## src/rtl/regfile_writeback_if.sv

```systemverilog
// Bundle of the writeback front end's ALU, load, register-file and hazard-check signals.
// The slave modport is the arbiter side; the master modport is the pipeline/bench side.
interface regfile_writeback_if #(
  parameter int bits            = 32,
  parameter int no_of_registers = 32
);
  localparam int AW = $clog2(no_of_registers);

  logic            alu_valid;
  logic [AW-1:0]   alu_rd;
  logic [bits-1:0] alu_data;
  logic            alu_stall;

  logic            ld_valid;
  logic [AW-1:0]   ld_rd;
  logic [bits-1:0] ld_data;
  logic            ld_ready;

  logic [AW-1:0]   wb_addr;
  logic [bits-1:0] wb_data;
  logic            wb_en;

  logic [AW-1:0]   chk_rs1;
  logic [AW-1:0]   chk_rs2;
  logic            hazard_rs1;
  logic            hazard_rs2;
  logic            pending;

  modport slave (
    input  alu_valid, alu_rd, alu_data,
    input  ld_valid, ld_rd, ld_data,
    input  chk_rs1, chk_rs2,
    output alu_stall, ld_ready,
    output wb_addr, wb_data, wb_en,
    output hazard_rs1, hazard_rs2, pending
  );

  modport master (
    output alu_valid, alu_rd, alu_data,
    output ld_valid, ld_rd, ld_data,
    output chk_rs1, chk_rs2,
    input  alu_stall, ld_ready,
    input  wb_addr, wb_data, wb_en,
    input  hazard_rs1, hazard_rs2, pending
  );
endinterface

```

## src/rtl/regfile_writeback.sv

```systemverilog
// Writeback arbiter: merges ALU results and queued load results onto the register
// file's single write port, with WAW kill, x0 suppression and a starvation stall.
module regfile_writeback #(
  parameter int bits            = 32,
  parameter int no_of_registers = 32,
  parameter int fifo_depth      = 4,
  parameter int max_starve      = 8
) (
  input  logic clk,
  input  logic async_reset,
  regfile_writeback_if.slave bus
);
  localparam int AW = $clog2(no_of_registers);
  localparam int PW = $clog2(fifo_depth);
  localparam int CW = PW + 1;
  localparam int SW = $clog2(max_starve + 1);
  localparam logic [SW-1:0] STARVE_LIMIT = SW'(max_starve - 1);

  logic            wb_en_q, wb_en_d;
  logic [AW-1:0]   wb_addr_q, wb_addr_d;
  logic [bits-1:0] wb_data_q, wb_data_d;
  logic            alu_stall_q, alu_stall_d;
  logic [SW-1:0]   starve_q, starve_d;

  logic [PW-1:0]   rd_ptr_q, rd_ptr_d;
  logic [PW-1:0]   wr_ptr_q, wr_ptr_d;
  logic [CW-1:0]   count_q, count_d;
  logic [AW-1:0]   fifo_rd_q   [fifo_depth];
  logic [AW-1:0]   fifo_rd_d   [fifo_depth];
  logic [bits-1:0] fifo_data_q [fifo_depth];
  logic [bits-1:0] fifo_data_d [fifo_depth];
  logic [fifo_depth-1:0] fifo_vld_q, fifo_vld_d;

  logic alu_issue;
  logic fifo_empty;
  logic ld_ready;
  logic ld_accept;
  logic pop;
  logic bypass;
  logic push;
  logic hazard_rs1;
  logic hazard_rs2;

  always_comb begin
    fifo_empty = (count_q == '0);
    ld_ready   = (count_q < CW'(fifo_depth));
    ld_accept  = bus.ld_valid && ld_ready;
    alu_issue  = bus.alu_valid && !alu_stall_q && (bus.alu_rd != '0);
    pop        = !alu_issue && !fifo_empty;
    bypass     = !alu_issue && fifo_empty && ld_accept && (bus.ld_rd != '0);
    // Loads to x0 are consumed here and never occupy a queue slot.
    push       = ld_accept && (bus.ld_rd != '0) && !bypass;
  end

  always_comb begin
    wb_en_d     = 1'b0;
    wb_addr_d   = wb_addr_q;
    wb_data_d   = wb_data_q;
    fifo_vld_d  = fifo_vld_q;
    fifo_rd_d   = fifo_rd_q;
    fifo_data_d = fifo_data_q;
    rd_ptr_d    = rd_ptr_q;
    wr_ptr_d    = wr_ptr_q;
    count_d     = count_q;

    if (alu_issue) begin
      wb_en_d   = 1'b1;
      wb_addr_d = bus.alu_rd;
      wb_data_d = bus.alu_data;
      for (int i = 0; i < fifo_depth; i++) begin
        if (fifo_rd_q[i] == bus.alu_rd) begin
          fifo_vld_d[i] = 1'b0;
        end
      end
    end else if (pop) begin
      wb_en_d = fifo_vld_q[rd_ptr_q];
      if (fifo_vld_q[rd_ptr_q]) begin
        wb_addr_d = fifo_rd_q[rd_ptr_q];
        wb_data_d = fifo_data_q[rd_ptr_q];
      end
      fifo_vld_d[rd_ptr_q] = 1'b0;
      rd_ptr_d = rd_ptr_q + PW'(1);
    end else if (bypass) begin
      wb_en_d   = 1'b1;
      wb_addr_d = bus.ld_rd;
      wb_data_d = bus.ld_data;
    end

    // The push lands after the kill so a same-cycle load to the ALU's rd survives.
    if (push) begin
      fifo_vld_d[wr_ptr_q]  = 1'b1;
      fifo_rd_d[wr_ptr_q]   = bus.ld_rd;
      fifo_data_d[wr_ptr_q] = bus.ld_data;
      wr_ptr_d = wr_ptr_q + PW'(1);
    end

    if (push && !pop) begin
      count_d = count_q + CW'(1);
    end else if (pop && !push) begin
      count_d = count_q - CW'(1);
    end
  end

  always_comb begin
    starve_d = starve_q;
    if (fifo_empty || pop) begin
      starve_d = '0;
    end else begin
      starve_d = starve_q + SW'(1);
    end
    alu_stall_d = (starve_d == STARVE_LIMIT);
  end

  always_ff @(posedge clk or negedge async_reset) begin
    if (!async_reset) begin
      wb_en_q     <= 1'b0;
      wb_addr_q   <= '0;
      wb_data_q   <= '0;
      alu_stall_q <= 1'b0;
      starve_q    <= '0;
      rd_ptr_q    <= '0;
      wr_ptr_q    <= '0;
      count_q     <= '0;
      fifo_vld_q  <= '0;
      for (int i = 0; i < fifo_depth; i++) begin
        fifo_rd_q[i]   <= '0;
        fifo_data_q[i] <= '0;
      end
    end else begin
      wb_en_q     <= wb_en_d;
      wb_addr_q   <= wb_addr_d;
      wb_data_q   <= wb_data_d;
      alu_stall_q <= alu_stall_d;
      starve_q    <= starve_d;
      rd_ptr_q    <= rd_ptr_d;
      wr_ptr_q    <= wr_ptr_d;
      count_q     <= count_d;
      fifo_vld_q  <= fifo_vld_d;
      fifo_rd_q   <= fifo_rd_d;
      fifo_data_q <= fifo_data_d;
    end
  end

  always_comb begin
    hazard_rs1 = wb_en_q && (wb_addr_q == bus.chk_rs1);
    hazard_rs2 = wb_en_q && (wb_addr_q == bus.chk_rs2);
    for (int i = 0; i < fifo_depth; i++) begin
      if (fifo_vld_q[i] && (fifo_rd_q[i] == bus.chk_rs1)) begin
        hazard_rs1 = 1'b1;
      end
      if (fifo_vld_q[i] && (fifo_rd_q[i] == bus.chk_rs2)) begin
        hazard_rs2 = 1'b1;
      end
    end
    if (bus.chk_rs1 == '0) begin
      hazard_rs1 = 1'b0;
    end
    if (bus.chk_rs2 == '0) begin
      hazard_rs2 = 1'b0;
    end
  end

  assign bus.wb_en      = wb_en_q;
  assign bus.wb_addr    = wb_addr_q;
  assign bus.wb_data    = wb_data_q;
  assign bus.alu_stall  = alu_stall_q;
  assign bus.ld_ready   = ld_ready;
  assign bus.pending    = (count_q != '0);
  assign bus.hazard_rs1 = hazard_rs1;
  assign bus.hazard_rs2 = hazard_rs2;
endmodule

```

## src/flat_wrapper.sv

```systemverilog
// flat-port wrapper written by rule: the top's interface ports become plain ports
module regfile_writeback_flat 
#(
  parameter int bits            = 32,
  parameter int no_of_registers = 32,
  parameter int fifo_depth      = 4,
  parameter int max_starve      = 8
)
  (clk, async_reset, bus_alu_valid, bus_alu_rd, bus_alu_data, bus_ld_valid, bus_ld_rd, bus_ld_data, bus_chk_rs1, bus_chk_rs2, bus_alu_stall, bus_ld_ready, bus_wb_addr, bus_wb_data, bus_wb_en, bus_hazard_rs1, bus_hazard_rs2, bus_pending);
  regfile_writeback_if #(.bits(bits), .no_of_registers(no_of_registers)) bus_i ();
  input  logic clk;
  input  logic async_reset;
  input wire logic [$bits(bus_i.alu_valid)-1:0] bus_alu_valid;
  input wire logic [$bits(bus_i.alu_rd)-1:0] bus_alu_rd;
  input wire logic [$bits(bus_i.alu_data)-1:0] bus_alu_data;
  input wire logic [$bits(bus_i.ld_valid)-1:0] bus_ld_valid;
  input wire logic [$bits(bus_i.ld_rd)-1:0] bus_ld_rd;
  input wire logic [$bits(bus_i.ld_data)-1:0] bus_ld_data;
  input wire logic [$bits(bus_i.chk_rs1)-1:0] bus_chk_rs1;
  input wire logic [$bits(bus_i.chk_rs2)-1:0] bus_chk_rs2;
  output wire logic [$bits(bus_i.alu_stall)-1:0] bus_alu_stall;
  output wire logic [$bits(bus_i.ld_ready)-1:0] bus_ld_ready;
  output wire logic [$bits(bus_i.wb_addr)-1:0] bus_wb_addr;
  output wire logic [$bits(bus_i.wb_data)-1:0] bus_wb_data;
  output wire logic [$bits(bus_i.wb_en)-1:0] bus_wb_en;
  output wire logic [$bits(bus_i.hazard_rs1)-1:0] bus_hazard_rs1;
  output wire logic [$bits(bus_i.hazard_rs2)-1:0] bus_hazard_rs2;
  output wire logic [$bits(bus_i.pending)-1:0] bus_pending;
  assign bus_i.alu_valid = bus_alu_valid;
  assign bus_i.alu_rd = bus_alu_rd;
  assign bus_i.alu_data = bus_alu_data;
  assign bus_i.ld_valid = bus_ld_valid;
  assign bus_i.ld_rd = bus_ld_rd;
  assign bus_i.ld_data = bus_ld_data;
  assign bus_i.chk_rs1 = bus_chk_rs1;
  assign bus_i.chk_rs2 = bus_chk_rs2;
  assign bus_alu_stall = bus_i.alu_stall;
  assign bus_ld_ready = bus_i.ld_ready;
  assign bus_wb_addr = bus_i.wb_addr;
  assign bus_wb_data = bus_i.wb_data;
  assign bus_wb_en = bus_i.wb_en;
  assign bus_hazard_rs1 = bus_i.hazard_rs1;
  assign bus_hazard_rs2 = bus_i.hazard_rs2;
  assign bus_pending = bus_i.pending;
  regfile_writeback #(.bits(bits), .no_of_registers(no_of_registers), .fifo_depth(fifo_depth), .max_starve(max_starve)) u_core (.clk(clk), .async_reset(async_reset), .bus(bus_i));
endmodule
```

## config.mk

```make
export PLATFORM = sky130hd
export DESIGN_NAME = regfile_writeback_flat
export DESIGN_NICKNAME = d
export VERILOG_FILES = /design/src/rtl/regfile_writeback_if.sv /design/src/rtl/regfile_writeback.sv /design/src/flat_wrapper.sv
export SDC_FILE = /design/constraint.sdc
export NUM_CORES = 1
export LEC_CHECK = 0
export BUFFER_PORTS_ARGS = -buffer_cell sky130_fd_sc_hd__buf_4
export CAP_MARGIN = 10
export CORE_MARGIN = 2
export CORE_UTILIZATION = 45
export DETAILED_ROUTE_END_ITERATION = 12
export GPL_TIMING_DRIVEN = 1
export PLACE_DENSITY = 0.65
export SYNTH_ARGS = -nofsm -noshare
export SYNTH_HDL_FRONTEND = slang
export SYNTH_SLANG_ARGS = --single-unit
```

## constraint.sdc

```tcl
create_clock -name clk -period 5.6 [get_ports clk]
set_input_delay 1.12 -clock clk [delete_from_list [all_inputs] [get_ports clk]]
set_output_delay 1.12 -clock clk [all_outputs]
set_load 0.02 [all_outputs]
```

; Word level (Yosys, flattened, before mapping)
; Index checks and enable logic that the tools add are counted.
[op_classes]
add_sub_neg = 5
order_cmp = 8
n_eq_ne = 16
mux = 49
bitwise = 6
n_reduce_logical = 41
[ops]
columns = cell, count
row1 = $mux 32, 7
row2 = $bwmux 128, 1
row3 = $eq 5x5->1, 14
row4 = $bmux 32 s2, 1
row5 = $demux 32 s2, 1
row6 = $mux 5, 7
row7 = $logic_and 1x1->1, 24
row8 = $bwmux 20, 1
row9 = $mux 1, 20
row10 = $mux 4, 4
row11 = $bmux 5 s2, 1
row12 = $demux 5 s2, 1
row13 = $logic_not 5->1, 2
row14 = $reduce_bool 5->1, 2
row15 = $ge 3x3->1 const B, 2
row16 = $logic_not 1->1, 6
row17 = $lt 2x3->1 const B, 2
row18 = $mux 3, 2
row19 = $not 2->3, 2
row20 = $reduce_bool 3->1, 2
row21 = $add 2x1->2 const B, 2
row22 = $add 4x1->4 const B, 1
row23 = $and 4x4->4, 1
row24 = $demux 1 s2, 2
row25 = other kinds (15), 17
[totals]
regBits = 202
input_bits = 88
output_inout_bits = 43
word_cells = 142

; Longest topological paths before layout
[logic_depth]
word_depth = 13
depth_mapped = 11
depth_no_buf = 10

; Least setup slack after synthesis
; Ideal clock, no wire load.
[synth_timing]
path_kind = input to register
start = input bus_alu_rd[2]
end = register u_core.count_q[1]
setup_ns = 0.125
arrival_ns = 3.256
t_required_ns = 5.475
setup_slack_ns = 2.220
stages = 9
n_path_buf = 1
cell_sequence = clkbuf_1 -> or4_4 -> o21a_1 -> nor2_1 -> inv_1 -> ha_1 -> inv_1 -> fa_1 -> mux2_2
[synth_via]
word_cells_on_any_way = 15
classes_between = mux (1) / reduce/logical (14)
[synth_rtl]
columns = element, line
row1 = "start, declared", flat_wrapper.sv:14  ; input wire logic [$bits(bus_i.alu_rd)-1:0] bus_alu_rd;
row2 = $reduce_bool 5->1 *, regfile_writeback.sv:48  ; alu_issue = bus.alu_valid && !alu_stall_q && (bus.alu_rd != '0);
row3 = $logic_and 1x1->1 *, regfile_writeback.sv:48
row4 = $logic_not 1->1 *, "regfile_writeback.sv:49, regfile_writeback.sv:50"
row5 = $logic_and 1x1->1 (3 in a row), regfile_writeback.sv:50  ; bypass = !alu_issue && fifo_empty && ld_accept && (bus.ld_rd != '0);
row6 = $logic_not 1->1, regfile_writeback.sv:52  ; push = ld_accept && (bus.ld_rd != '0) && !bypass;
row7 = $logic_and 1x1->1, regfile_writeback.sv:52
row8 = $logic_and 1x1->1 *, regfile_writeback.sv:97  ; if (push && !pop) begin
row9 = $mux 3 *, regfile_writeback.sv:97
row10 = named net u_core.count_d[1], regfile_writeback.sv:27  ; logic [CW-1:0] count_q, count_d;
row11 = "end signal, assigned", regfile_writeback.sv:137  ; count_q <= count_d;
row12 = "end, declared", regfile_writeback.sv:27
; Mark *: on every way through the listed nets, which the timed path passes. The rest lies on a longest branch.
; A chain may end at the register's enable or synchronous reset.

; Worst setup path in the final report
[layout_timing]
start = input bus_chk_rs2[3]
end = output bus_hazard_rs2
[layout_via]
elab_chain_len = 7
word_cells_on_any_way = 16
classes_between = eq/ne (5) / mux (5) / reduce/logical (6)
[layout_rtl]
columns = element, line
row1 = "start, declared", flat_wrapper.sv:20  ; input wire logic [$bits(bus_i.chk_rs2)-1:0] bus_chk_rs2;
row2 = "$eq 5x5->1, on equally long branches", "regfile_writeback.sv:146, regfile_writeback.sv:151"
row3 = "$logic_and 1x1->1, on equally long branches", "regfile_writeback.sv:146, regfile_writeback.sv:151"
row4 = $mux 1 (4 in a row), regfile_writeback.sv:151  ; if (fifo_vld_q[i] && (fifo_rd_q[i] == bus.chk_rs2)) begin
row5 = $mux 1 *, regfile_writeback.sv:158  ; if (bus.chk_rs2 == '0) begin
row6 = "end, declared", flat_wrapper.sv:27  ; output wire logic [$bits(bus_i.hazard_rs2)-1:0] bus_hazard_rs2;
; Mark *: on every way between the ends. The rest lies on a longest branch, timed or not.

==> impl_metrics.env <==
export IMPL_startpoint_type="input port"
export IMPL_dr_total_vias=6810
export IMPL_holdBufCountCts=0
export IMPL_cts_resized=0
export IMPL_power_density_nw_per_um2=587
export IMPL_yosys_cell_types_count=34
export IMPL_grt_ovfl_total=0
export IMPL_synth_xor_area_share_pct=6.60
export IMPL_die_w_microns=155
export IMPL_whs_path_depth=1
export IMPL_clock_path_buffers=3
export IMPL_rrSetupSlack_ns=2.67
export IMPL_detail_route_antenna_nets=0
export IMPL_fin_area_sq_um=11900
export IMPL_period_share_pct=60.0
export IMPL_final_cell_mix="dfrtp_1, buf_4, nand2_1"
export IMPL_core_rowCount=55
export IMPL_final_util_pct=53.2
export IMPL_antenna_found_initial=0
export IMPL_hold_violations=0
export IMPL_fillerInstances=1981
export IMPL_portBuffers=130
export IMPL_die_h_microns=155
export IMPL_synthAdderAreaFrac_pct=1.42
export IMPL_drive_gt1_share_pct=30.0
export IMPL_cts_buffers=22
export IMPL_synth_compound_area_share_pct=4.97
export IMPL_yosys_register_bits=202
export IMPL_cts_tree="built"
export IMPL_coreArea_sq_um=22400
export IMPL_first_pass_iters=4
export IMPL_ys_seq_area_share_pct=49.5
export IMPL_fmax_mhz=298
export IMPL_reg2reg_depth=4
export IMPL_area_delta_synth_final_pct=16.7
export IMPL_synth_simple_gate_area_share_pct=8.83
export IMPL_min_period_ns=3.36
export IMPL_start_util_pct=45.6
export IMPL_grt_pass1_vias=7079
export IMPL_h_tree_depth=1
export IMPL_layout_setup_ws_ns=2.24
export IMPL_worstMarginPinSlew_ns=1.15
export IMPL_synthMuxAreaShare_pct=24.8
export IMPL_synth_top_family_by_area="multiplexers"
export IMPL_setup_viol=0
export IMPL_pre_cts_ws_ns=1.84
export IMPL_grt_use_total_pct=20.2
export IMPL_cts_reportedPaths_clkPinSlew_ns=0.06
export IMPL_hpwlAfterDp_mm=14.9
export IMPL_syn_nets=944
export IMPL_wl_per_cell_microns=19.1
export IMPL_multi_input_area_sq_um=4770
export IMPL_hp_class="register to register"
export IMPL_die_area_sq_um=23900
export IMPL_clock_sinks=202
export IMPL_slew_viol_final=0
export IMPL_vdd_drop_max_mv=0.270
export IMPL_clock_skew_ns=0.00575
export IMPL_clkLatencyLatePin_ns=0.50
export IMPL_avgSynthCellArea_sq_um=12.1
export IMPL_grt_max_degree=117
export IMPL_slew_headroom_pct=22.9
export IMPL_drc=0
export IMPL_grt_setup_unrepaired="false"
export IMPL_cp_max_fo=6
export IMPL_final_seq_area_sq_um=5060
export IMPL_cap_violations=0
export IMPL_ios=131
export IMPL_wl_mm=23.7
export IMPL_cp_data_required_time_ns=4.48
export IMPL_min_delay_worst_endpoint="u_core.fifo_data_q[19]"
export IMPL_worstPathArrival_ns=2.24
export IMPL_ys_warn_count=0
export IMPL_finalSetupTns_ns=0
export IMPL_drtIter0Drc=339
export IMPL_place_area_sq_um=11300
export IMPL_cts_root_buffer="clkbuf_16"
export IMPL_rr_startpoint="u_core.count_q[1]"
export IMPL_worstSetupPathType="input port to primary output"
export IMPL_layout_commonest_cell="dfrtp_1"
export IMPL_synth_area_sq_um=10200
export IMPL_status="finished clean"
export IMPL_gp_congestion=0.831
export IMPL_post_cts_buffers=0
export IMPL_p_leak_nw=5.23
export IMPL_postSynthCellCount=845
export IMPL_grt_pass1_wl_mm=38.7
export IMPL_n_antenna_cell=0
export IMPL_hold_start="u_core.fifo_data_q[19]"
export IMPL_end_kind="primary output"
export IMPL_via_per_inst=5.50
export IMPL_worstReg2RegEnd="u_core.fifo_data_q[109]"
export IMPL_nets=1042
==> report_power, final <==
group | switching, mW | leakage (nW) | internal [mW]
Clock | 0.558 | 0.316 | 0.774
Combinational | 1.30 | 2.50 | 1.54
Sequential | 0.636 | 2.41 | 2.19
==> sequential cells by signal, summed over array words and instances, names as in the netlist <==
name,cells
u_core.rd_ptr_q,2
u_core.bus.wb_en,1
u_core.bus.alu_stall,1
u_core.wr_ptr_q,2
u_core.fifo_rd_q,20
u_core.fifo_data_q,128
u_core.starve_q,4
u_core.count_q,3
u_core.fifo_vld_q,4
u_core.bus.wb_addr,5
u_core.bus.wb_data,32
==> critical path: stages <==
cell and delay [ns]:
buf_4 0.15, xor2_1 0.14, nor4_1 0.29, nand3_1 0.13, nand3_1 0.11, o22a_1 0.16, buf_4 0.14
==> cell type report <==
class / count / area share (%)
multi-input combinational: 568 / 40.0
timing repair buffer: 137 / 8.78
inverter: 12 / 0.378
sequential: 202 / 42.4
clock buffer: 34 / 5.33
tap: 285 / 2.99
clock inverter: 1 / 0.136
==> layer usage <==
metal | GRT usage (%) | share of wire (%) | routed length (microns)
met5 | 0 | 0 | 0
met4 | 4.10 | 1.3 | 298
met3 | 2.61 | 4.7 | 1120
met2 | 33.3 | 48 | 11300
met1 | 29.0 | 46 | 11000
==> worst max path at each step <==
stage                         from                     end
floorplan            bus_alu_rd[2]       u_core.count_q[1]
global placement      bus_ld_rd[3]  u_core.fifo_data_q[10]
detailed placement    bus_ld_rd[3]  u_core.fifo_data_q[71]
CTS                 bus_chk_rs2[3]          bus_hazard_rs2
global route        bus_chk_rs1[2]          bus_hazard_rs1
finish              bus_chk_rs2[3]          bus_hazard_rs2
==> logic make-up (layout without fill, tap and decap cells) <==
kind of cell,count (synthesis),after routing
AO/OA/AOI/OAI,92,92
buffers and inverters,75,184
multiplexers,187,187
AND/OR/NAND/NOR,201,201
XOR/XNOR,77,77
adder cells (fa/ha/maj),11,11
flip-flops,202,202
==> synth_stat cells <==
| cell | number | area [sq um] |
|---|---|---|
| ha_1 | 10 | 125 |
| a21oi_4 | 1 | 16.3 |
| inv_2 | 1 | 3.75 |
| buf_1 | 2 | 7.51 |
| a21oi_1 | 35 | 175 |
| mux2_1 | 76 | 856 |
| xnor2_1 | 27 | 236 |
| fa_1 | 1 | 20.0 |
| o22a_1 | 2 | 17.5 |
| buf_4 | 4 | 30.0 |
| o21ai_0 | 42 | 210 |
| clkbuf_1 | 33 | 124 |
| nand3_1 | 53 | 265 |
| buf_2 | 12 | 60.1 |
| o21a_1 | 1 | 7.51 |
| nor3_1 | 3 | 15.0 |
| and3_1 | 2 | 12.5 |
| or4_4 | 1 | 11.3 |
| mux2_2 | 73 | 822 |
| xor2_1 | 50 | 438 |
| nand2_1 | 83 | 312 |
| nor2b_1 | 1 | 6.26 |
| buf_6 | 12 | 135 |
| nor4_1 | 14 | 87.6 |
| nand2_2 | 4 | 25.0 |
| or4_1 | 3 | 22.5 |
| o21ai_4 | 1 | 16.3 |
| dfrtp_1 | 202 | 5050 |
| mux4_2 | 38 | 856 |
| nor3_2 | 1 | 10.0 |
| o211ai_1 | 6 | 45.0 |
| o21ai_1 | 4 | 20.0 |
| inv_1 | 11 | 41.3 |
| nor2_1 | 36 | 135 |
==> through the flow <==
step / cells / power, mW / hold WS [ns]
2_1_floorplan: 845 / 4.85 / 0.459
3_3_place_gp: 1204 / 5.62 / 0.468
3_5_place_dp: 1204 / 5.73 / 0.477
4_1_cts: 1239 / 7.08 / 0.490
5_1_grt: 1239 / 7.51 / 0.499
6_report: 1239 / 7.00 / 0.485
Power figures use the tool's default switching activity.
